## config.mk

```make
export PLATFORM = sky130hd
export DESIGN_NAME = vga_row_fetch
export DESIGN_NICKNAME = d
export VERILOG_FILES = /design/src/rtl/vga_pkg.sv /design/src/rtl/vga_scan_counter.sv /design/src/rtl/vga_row_fetch.sv
export SDC_FILE = /design/constraint.sdc
export NUM_CORES = 1
export LEC_CHECK = 0
export ABC_CLOCK_PERIOD_IN_PS = 8750
export CORE_MARGIN = 2
export CORE_UTILIZATION = 50
export DETAILED_ROUTE_END_ITERATION = 8
export PLACE_DENSITY = 0.78
export SLEW_MARGIN = 0
export SYNTH_ARGS = -nofsm -noshare
export SYNTH_HDL_FRONTEND = slang
export SYNTH_HIERARCHICAL = 1
export SYNTH_SLANG_ARGS = --single-unit
export TNS_END_PERCENT = 1
```

## constraint.sdc

```tcl
create_clock -name dclk -period 8.75 [get_ports dclk]
set_input_delay 1.75 -clock dclk [delete_from_list [all_inputs] [get_ports dclk]]
set_output_delay 1.75 -clock dclk [all_outputs]
set_load 0.1 [all_outputs]
```

## src/rtl/vga_pkg.sv

```systemverilog
// Shared VGA timing constants and the row-fetch FSM state type, used by the
// row fetcher and the display stage.
package vga_pkg;

  localparam int unsigned HPIXELS   = 800;
  localparam int unsigned VLINES    = 525;
  localparam int unsigned HACTIVE   = 640;
  localparam int unsigned VACTIVE   = 480;
  localparam int unsigned ROW_LINES = 20;
  localparam int unsigned NROWS     = VACTIVE / ROW_LINES;

  localparam int unsigned HC_W   = 10;
  localparam int unsigned VC_W   = 10;
  localparam int unsigned ROW_W  = 5;
  localparam int unsigned LIR_W  = 5;
  localparam int unsigned WORD_W = 64;

  typedef enum logic [1:0] {
    IDLE = 2'd0,
    REQ  = 2'd1,
    FULL = 2'd2
  } fetch_state_t;

  // One lit column per row, walking right and repeating every 8 rows.
  function automatic logic [WORD_W-1:0] test_pattern_word(input logic [2:0] row_lsb);
    logic [7:0] col;
    col = 8'h80 >> row_lsb;
    return {col, 56'h0};
  endfunction

endpackage

```

## src/rtl/vga_scan_counter.sv

```systemverilog
// Horizontal/vertical scan counters plus line-in-row and row counters that
// describe the NEXT scan line, so fetch logic can look one line ahead.
module vga_scan_counter
  import vga_pkg::*;
#(
  parameter int unsigned P_HPIXELS   = HPIXELS,
  parameter int unsigned P_VLINES    = VLINES,
  parameter int unsigned P_ROW_LINES = ROW_LINES
) (
  input  logic             dclk,
  input  logic             clr,
  output logic [HC_W-1:0]  o_hc,
  output logic [VC_W-1:0]  o_vc,
  output logic [LIR_W-1:0] o_nlir,
  output logic [ROW_W-1:0] o_nrow
);

  logic [HC_W-1:0]  r_hc;
  logic [VC_W-1:0]  r_vc;
  logic [LIR_W-1:0] r_nlir;
  logic [ROW_W-1:0] r_nrow;
  logic             w_h_end;
  logic             w_v_end;
  logic             w_nv_wrap;

  assign w_h_end   = (r_hc == HC_W'(P_HPIXELS - 1));
  assign w_v_end   = (r_vc == VC_W'(P_VLINES - 1));
  assign w_nv_wrap = (r_vc == VC_W'(P_VLINES - 2));

  // After reset vc=0, so the next line is 1: line 1 of row 0.
  always_ff @(posedge dclk or posedge clr) begin
    if (clr) begin
      r_hc   <= '0;
      r_vc   <= '0;
      r_nlir <= LIR_W'(1);
      r_nrow <= '0;
    end else if (w_h_end) begin
      r_hc <= '0;
      r_vc <= w_v_end ? '0 : r_vc + VC_W'(1);
      if (w_v_end) begin
        r_nlir <= LIR_W'(1);
        r_nrow <= '0;
      end else if (w_nv_wrap) begin
        r_nlir <= '0;
        r_nrow <= '0;
      end else if (r_nlir == LIR_W'(P_ROW_LINES - 1)) begin
        r_nlir <= '0;
        r_nrow <= r_nrow + ROW_W'(1);
      end else begin
        r_nlir <= r_nlir + LIR_W'(1);
      end
    end else begin
      r_hc <= r_hc + HC_W'(1);
    end
  end

  assign o_hc   = r_hc;
  assign o_vc   = r_vc;
  assign o_nlir = r_nlir;
  assign o_nrow = r_nrow;

endmodule

```

## src/rtl/vga_row_fetch.sv

```systemverilog
// Fetches the next row word during horizontal blanking and commits it to vdata
// at the line boundary. VGA_ROW_FETCH_TEST_PATTERN_EN replaces memory with a diagonal.
module vga_row_fetch
  import vga_pkg::*;
#(
  parameter int unsigned P_HPIXELS   = HPIXELS,
  parameter int unsigned P_VLINES    = VLINES,
  parameter int unsigned P_HACTIVE   = HACTIVE,
  parameter int unsigned P_VACTIVE   = VACTIVE,
  parameter int unsigned P_ROW_LINES = ROW_LINES
) (
  input  logic              dclk,
  input  logic              clr,
  output logic              mem_req,
  output logic [ROW_W-1:0]  mem_addr,
  input  logic              mem_ack,
  input  logic [WORD_W-1:0] mem_rdata,
  output logic [WORD_W-1:0] vdata,
  output logic              underrun
);

  localparam int unsigned P_NROWS = P_VACTIVE / P_ROW_LINES;

  logic [HC_W-1:0]   w_hc;
  logic [VC_W-1:0]   w_vc;
  logic [LIR_W-1:0]  w_nlir;
  logic [ROW_W-1:0]  w_nrow;
  logic              w_trigger;
  logic              w_commit;
  logic              w_unused_vc;

  fetch_state_t      r_state;
  logic              r_mem_req;
  logic [ROW_W-1:0]  r_mem_addr;
  logic [WORD_W-1:0] r_shadow;
  logic [WORD_W-1:0] r_vdata;
  logic              r_underrun;

  fetch_state_t      w_state_nxt;
  logic              w_mem_req_nxt;
  logic [ROW_W-1:0]  w_mem_addr_nxt;
  logic [WORD_W-1:0] w_shadow_nxt;
  logic [WORD_W-1:0] w_vdata_nxt;
  logic              w_underrun_nxt;

  vga_scan_counter #(
    .P_HPIXELS   (P_HPIXELS),
    .P_VLINES    (P_VLINES),
    .P_ROW_LINES (P_ROW_LINES)
  ) u_scan (
    .dclk   (dclk),
    .clr    (clr),
    .o_hc   (w_hc),
    .o_vc   (w_vc),
    .o_nlir (w_nlir),
    .o_nrow (w_nrow)
  );

  assign w_unused_vc = ^w_vc;

  // Next line starts a visible row: launch its fetch at the start of blanking.
  assign w_trigger = (w_hc == HC_W'(P_HACTIVE)) && (w_nlir == '0) &&
                     (w_nrow < ROW_W'(P_NROWS));
  assign w_commit  = (w_hc == HC_W'(P_HPIXELS - 1));

  always_ff @(posedge dclk or posedge clr) begin
    if (clr) begin
      r_state    <= IDLE;
      r_mem_req  <= 1'b0;
      r_mem_addr <= '0;
      r_shadow   <= '0;
      r_vdata    <= '0;
      r_underrun <= 1'b0;
    end else begin
      r_state    <= w_state_nxt;
      r_mem_req  <= w_mem_req_nxt;
      r_mem_addr <= w_mem_addr_nxt;
      r_shadow   <= w_shadow_nxt;
      r_vdata    <= w_vdata_nxt;
      r_underrun <= w_underrun_nxt;
    end
  end

  always_comb begin
    w_state_nxt    = r_state;
    w_mem_req_nxt  = r_mem_req;
    w_mem_addr_nxt = r_mem_addr;
    w_shadow_nxt   = r_shadow;
    w_vdata_nxt    = r_vdata;
    w_underrun_nxt = 1'b0;
    case (r_state)
      IDLE: begin
        if (w_trigger) begin
`ifdef VGA_ROW_FETCH_TEST_PATTERN_EN
          w_shadow_nxt   = test_pattern_word(w_nrow[2:0]);
          w_state_nxt    = FULL;
`else
          w_mem_req_nxt  = 1'b1;
          w_mem_addr_nxt = w_nrow;
          w_state_nxt    = REQ;
`endif
        end
      end
      REQ: begin
        if (mem_ack) begin
          w_shadow_nxt  = mem_rdata;
          w_mem_req_nxt = 1'b0;
          w_state_nxt   = FULL;
        end
        // Late word: keep the old line's data, flag it, commit on the next boundary.
        if (w_commit) begin
          w_underrun_nxt = 1'b1;
        end
      end
      FULL: begin
        if (w_commit) begin
          w_vdata_nxt = r_shadow;
          w_state_nxt = IDLE;
        end
      end
      default: w_state_nxt = IDLE;
    endcase
  end

  assign mem_req  = r_mem_req;
  assign mem_addr = r_mem_addr;
  assign vdata    = r_vdata;
  assign underrun = r_underrun;

endmodule

```

==> qor.txt, run 1 <==
post-DP HPWL = 9564 µm
Hold Path Class = flip-flop to flip-flop
io pins = 138
Peak VDD IR = 0.1344 mV
Lkg Pwr = 4.246 nW
Synth Area in Simple Gates = 6.705%
CP delay by family, top = buffers and inverters
fin crit period = 3.723 ns
CP peak stage delay = 1.18 ns
Final nets = 681
PortBufs = 137
Pre-antenna DRT Iters = 4
first-pass GRT wire length = 23120 µm
CP max FO = 2
P_sw = 0.3022 mW
Mapped Nets = 538
yosys warns = 6
CTS tree = done
Die Area = 15070 µm²
via/cell ratio = 5.335
GP Congestion = 0.7738
final setup TNS = 0 ns
largest family of logic cells by synthesized area = multiplexers
CP Capture Type = output pin
Worst Path Buf+Inv = 1
M3 GR Usage = 5.158%
Synth area leaders = dfrtp_1 59%, mux2_4 13%, mux2_2 12%, buf_12 1.7%, nand3_1 0.99%
Final Hold Viols = 0
busiest grt layer = met2
drc violations = 0
clock skew = 0.006688 ns
sequential power share = 49.2%
antenna cells = 0
Overflow after GRT = 0
clock sinks = 167
max-cap viol count = 0
via count = 4279
Core Area = 13830 µm²
hold wc startpoint = u_scan/o_vc[5]
Slew headroom = 26.87%
GRT Total Usage = 20.12%
power share of the combinational group = 2.9%
Net Sw Frac = 19.23%
Clk pwr share = 47.9%
ratio of cells with drive above 1 in the final layout = 29.10%
Antenna Nets Post-Route = 0
WL/cell = 18.05 µm
outcome = complete, no violations
initial DRC count = 233
hold slack = 0.4879 ns
post-synth top area cell = dfrtp_1
R2R cell count = 5
Reg clk slew, reported paths = 0.06 ns
Final setup viols = 0
count leader, synth = dfrtp_1
Yosys cell types = 56
required time of the critical path = 7.00 ns
Synth Register Bits = 167
post-CTS sizing = 0
reg2reg setup slack = 5.81 ns
internal power = 1.269 mW
sequential share of the synthesized area = 59.26%
Worst Hold Path Cells = 1
Post-Synth XOR/XNOR Area = 0.9933%
Initial Util = 51.02%
worst skew pair latency = 0.42 ns
H-Tree Depth = 4
hold worst-path end = u_scan/o_vc[5]
unrepaired setup endpoints after global routing = no
Max Freq = 268.6 MHz
die width = 122.8 µm
Top FF cell, synth = dfrtp_1
Area Overhead vs Synth = 29.21%
DRT Wirelength = 14480 µm
ys async rst share = 100.0%
Crit Path Class = flip-flop to output pin
number of synthesized flops with an enable pin = 0
met2 Resource Use GR = 32.63%
post-CTS setup buffers = 0
mean post-synth cell area = 15.14 µm²
CTS root buffer = clkbuf_16
fin. max-slew vios = 0
Synth top cells by count = 166 x dfrtp_1, 74 x mux2_2, 60 x mux2_4
slowest CP cell = clkdlybuf4s50_1
RR Endpoint = vdata[32]
crit-path cells = clkdlybuf4s50_1
CTS Buf Count = 17
Synth top area share = 58.89%
mux cell area share after synthesis = 24.73%
Crit path arrival time = 1.97 ns
Clock Tree Buf Depth = 2
# fillers = 935
met1 usage = 26.03%
Row Count = 43
die height = 122.8 µm
crit share post-route = 42.55%
Syn Inst Count = 466
largest net degree at the start of global routing = 84
Pwr Density = 172.4 nW/µm²
area share of fa/ha/maj cells after synthesis = 0.8868%
r2r startpoint = u_scan/o_hc[6]
vias in the first global route = 4414
Startpoint Class = flip-flop
Hold Buf Count CTS = 0
synthesized area = 7054 µm²
Compound-Gate Fraction of Synth Area = 4.275%
initial antenna violation count = 1
transition time of the tightest slew-check pin = 1.097 ns
==> power by group through the flow <==
stage / clock (mW) / sequential [mW] / combinational (mW)
detailed placement: 0 / 0.786 / 0.0469
global route: 0.806 / 0.772 / 0.0510
floorplan: 0 / 0.787 / 0.0115
finish: 0.753 / 0.772 / 0.0463
global placement: 0 / 0.786 / 0.0465
CTS: 0.768 / 0.772 / 0.0477
==> stage by stage <==
| stage | area (µm²) | std cells | utilization, % | power [mW] | setup WS (ns) |
|---|---|---|---|---|---|
| 2_1_floorplan | 7054 | 466 | - | 0.7981 | 3.332 |
| 3_3_place_gp | 8513 | 770 | 61.57 | 0.8329 | 4.795 |
| 6_report | 9115 | 802 | 65.92 | 1.571 | 5.027 |
| 5_1_grt | 9115 | 802 | 65.92 | 1.629 | 5.000 |
| 4_1_cts | 9115 | 802 | 65.92 | 1.588 | 5.012 |
| 3_5_place_dp | 8513 | 770 | 61.57 | 0.8333 | 4.726 |
==> flip-flops by register name, indices dropped and copies added, names as in the netlist <==
register and count:
r_state 2, u_scan/o_vc 10, u_scan/o_hc 10, u_scan/o_nrow 5, mem_req 1, u_scan/o_nlir 5
vdata 64, mem_addr 5, underrun 1, r_shadow 64
==> metal layers <==
metal | routed length [µm] | share of wire (%) | vias up
met3 | 879 | 6.1 | 24
met2 | 7112 | 49 | 114
met5 | 11 | 0.076 | -
met1 | 6252 | 43 | 2174
met4 | 221 | 1.5 | 2
li1 | - | - | 1965
==> final cells by class <==
type	count	area, µm²	area share, %
well taps	180	225.2	2.471
multi-input cells	268	2651	29.09
inverters	14	55.05	0.6040
flip-flops and latches	167	4180	45.86
repair buffers	141	1401	15.37
clock buffers	24	481.7	5.285
clock inverters	8	120.1	1.318
==> cells in the final DEF (no fill, tap or decap), types with 6 or more instances in the layout <==
cell type,instances
a21oi_1,7
clkbuf_16,17
clkdlybuf4s50_1,137
dfrtp_1,166
inv_1,13
mux2_2,74
mux2_4,60
nand2_1,12
nand3_1,14
nand4_1,6
nor2_1,11
o21ai_0,8
xnor2_1,6
==> cell families (layout without fill, tap and decap cells) <==
| logic type | Yosys count | after routing |
|---|---|---|
| multiplexers | 135 | 135 |
| buffers and inverters | 31 | 187 |
| AO/OA/AOI/OAI | 42 | 42 |
| flip-flops | 167 | 167 |
| adder cells (fa/ha/maj) | 5 | 5 |
| XOR/XNOR | 8 | 8 |
| AND/OR/NAND/NOR | 78 | 78 |
==> worst max path at each step <==
stage / cells past startpoint / endpoint / slack, ns / start
after floorplan: 1 / mem_addr[0] / 3.33 / clr
after detailed placement: 4 / r_shadow[51] / 4.73 / mem_ack
after CTS: 1 / vdata[37] / 5.01 / vdata[37]
after global placement: 4 / r_shadow[40] / 4.79 / mem_ack
final: 1 / vdata[62] / 5.03 / vdata[62]
after global routing: 1 / vdata[11] / 5.00 / vdata[11]
No activity file was read; power rests on OpenSTA's default activity.
==> run 2, diff against run 1 <==
--- a/config.mk
+++ b/config.mk
@@ -5,11 +5,11 @@
 export SDC_FILE = /design/constraint.sdc
 export NUM_CORES = 1
 export LEC_CHECK = 0
-export ABC_CLOCK_PERIOD_IN_PS = 8750
+export ABC_CLOCK_PERIOD_IN_PS = 3100
 export CORE_MARGIN = 2
-export CORE_UTILIZATION = 50
+export CORE_UTILIZATION = 47
 export DETAILED_ROUTE_END_ITERATION = 8
-export PLACE_DENSITY = 0.78
+export PLACE_DENSITY = 0.76
 export SLEW_MARGIN = 0
 export SYNTH_ARGS = -nofsm -noshare
 export SYNTH_HDL_FRONTEND = slang
==> constraint.sdc (replaced) <==
create_clock -name dclk -period 3.1 [get_ports dclk]
set_input_delay 0.62 -clock dclk [delete_from_list [all_inputs] [get_ports dclk]]
set_output_delay 0.62 -clock dclk [all_outputs]
set_load 0.1 [all_outputs]
==> run 2 against run 1 <==
Compared with the run above:
- design area shrank 0.75%
- critical path type is now flip-flop to flip-flop
- via count grew 2.2%
- count of clock-buffer cells in the layout shrank 2
- combinational power grew to 2.9 times the previous value
- clock power grew to 2.9 times the previous value
- total power grew to 2.9 times the previous value
- flip-flop and latch count is the same
- sequential power grew to 2.8 times the previous value
- final cell count grew 1.2%
- hold slack lost 0.0073 ns
==> qor.txt, run 2 (synthesized netlist as in run 1, its figures left out) <==
fin. max-slew vios = 0
die height = 126.5 µm
Hold Buf Count CTS = 0
Antenna Nets Post-Route = 0
initial antenna violation count = 0
required time of the critical path = 3.40 ns
CP max FO = 25
Startpoint Class = flip-flop
final setup TNS = 0 ns
WL/cell = 18.22 µm
Die Area = 16000 µm²
post-DP HPWL = 10270 µm
outcome = complete, no violations
Row Count = 44
Pre-antenna DRT Iters = 4
clock skew = 0.008116 ns
Final setup viols = 0
dpl cells = 780
via/cell ratio = 5.387
Max Freq = 408.8 MHz
Crit path arrival time = 2.75 ns
GP Congestion = 0.7810
max-cap viol count = 0
unrepaired setup endpoints after global routing = no
CTS root buffer = clkbuf_16
worst skew pair latency = 0.42 ns
first-pass GRT wire length = 24010 µm
Crit Path Class = flip-flop to flip-flop
post-CTS sizing = 0
Clock Tree Buf Depth = 2
fin crit period = 2.446 ns
Final Hold Viols = 0
leading cell type in the layout, fill and taps excluded = dfrtp_1
ratio of cells with drive above 1 in the final layout = 41.24%
H-Tree Depth = 4
PortBufs = 137
reg2reg setup slack = 0.65 ns
Lkg Pwr = 4.442 nW
largest net degree at the start of global routing = 67
io pins = 138
vias in the first global route = 4633
r2r startpoint = u_scan/o_hc[5]
via count = 4374
Overflow after GRT = 0
GRT Total Usage = 19.13%
post-CTS setup buffers = 0
Initial Util = 48.35%
Area Overhead vs Synth = 28.24%
crit path from = u_scan/o_hc[5]
CTS Buf Count = 17
Final nets = 687
leading cell types in the layout, fill and taps excluded = 166 x dfrtp_1, 77 x buf_4, 74 x mux2_2
Reg clk slew, reported paths = 0.06 ns
CP Capture Point = vdata[33]
drc violations = 0
clock sinks = 167
Peak VDD IR = 0.3734 mV
Final Power = 4.482 mW
CP Capture Type = flip-flop
fin cells = 812
DRT Wirelength = 14800 µm
RR Endpoint = vdata[33]
R2R cell count = 5
CTS tree = done
Pwr Density = 495.5 nW/µm²
initial DRC count = 196
Hold Path Class = flip-flop to flip-flop
crit share post-route = 78.91%
die width = 126.5 µm
antenna cells = 0
Core Area = 14590 µm²
Slew headroom = 55.99%
transition time of the tightest slew-check pin = 0.6602 ns
run 2: changes by cell type in the layout (fill, tap and decap cells not counted), sizes merged:
cell	previous run	this run
buf	4	81
clkdlybuf4s50	137	66
clkbuf	24	22
clkinv	3	5
run 2: worst min path at each step:
stage | startpoint | end | slack [ns] | depth (start not counted)
2_1_floorplan | u_scan/o_vc[5] | u_scan/o_vc[5] | 0.45 | 1
3_3_place_gp | mem_req | mem_req | 0.46 | 1
3_5_place_dp | mem_req | mem_req | 0.47 | 1
4_1_cts | mem_req | mem_req | 0.48 | 1
6_report | mem_req | mem_req | 0.48 | 1
5_1_grt | r_shadow[32] | vdata[32] | 0.50 | 1
run 2: cell type report:
| class | count | area, µm² |
|---|---|---|
| fill | 1060 | 5543 |
| sequential | 167 | 4180 |
| multi-input combinational | 268 | 2651 |
| timing repair buffer | 147 | 1319 |
| clock buffer | 22 | 464.2 |
| tap | 184 | 230.2 |
| clock inverter | 10 | 145.1 |
| inverter | 14 | 56.30 |
run 2: where the power goes:
part | switching (mW) | total (mW) | internal [mW]
logic | 0.0562 | 0.135 | 0.0790
registers | 0 | 2.18 | 2.18
clock network | 0.850 | 2.17 | 1.32
total | 0.907 | 4.48 | 3.58
run 2: critical path, cell delays in order (launching register included):
cell,delay (ns)
dfrtp_1,0.44
or3b_1,0.44
or3_4,0.44
nor2_8,0.34
buf_12,0.28
mux2_2,0.36
run 2: per-stage QoR:
stage	hold WS (ns)	worst slack, ns	utilization (%)	instance area [µm²]
floorplan	0.4525	0.7729	-	7058
global placement	0.4636	0.7120	57.83	8437
detailed placement	0.4698	0.6689	57.83	8437
CTS	0.4841	0.6586	62.01	9046
global route	0.5021	0.5691	62.01	9046
finish	0.4805	0.6538	62.01	9046
run 2: layer usage:
| layer | global-route usage (%) | vias up | share of wire, % |
|---|---|---|---|
| li1 | - | 1976 | - |
| met1 | 25.54 | 2243 | 46 |
| met2 | 30.48 | 135 | 47 |
| met3 | 4.344 | 20 | 4.9 |
| met4 | 7.757 | 0 | 2.1 |
| met5 | 0 | - | 0 |
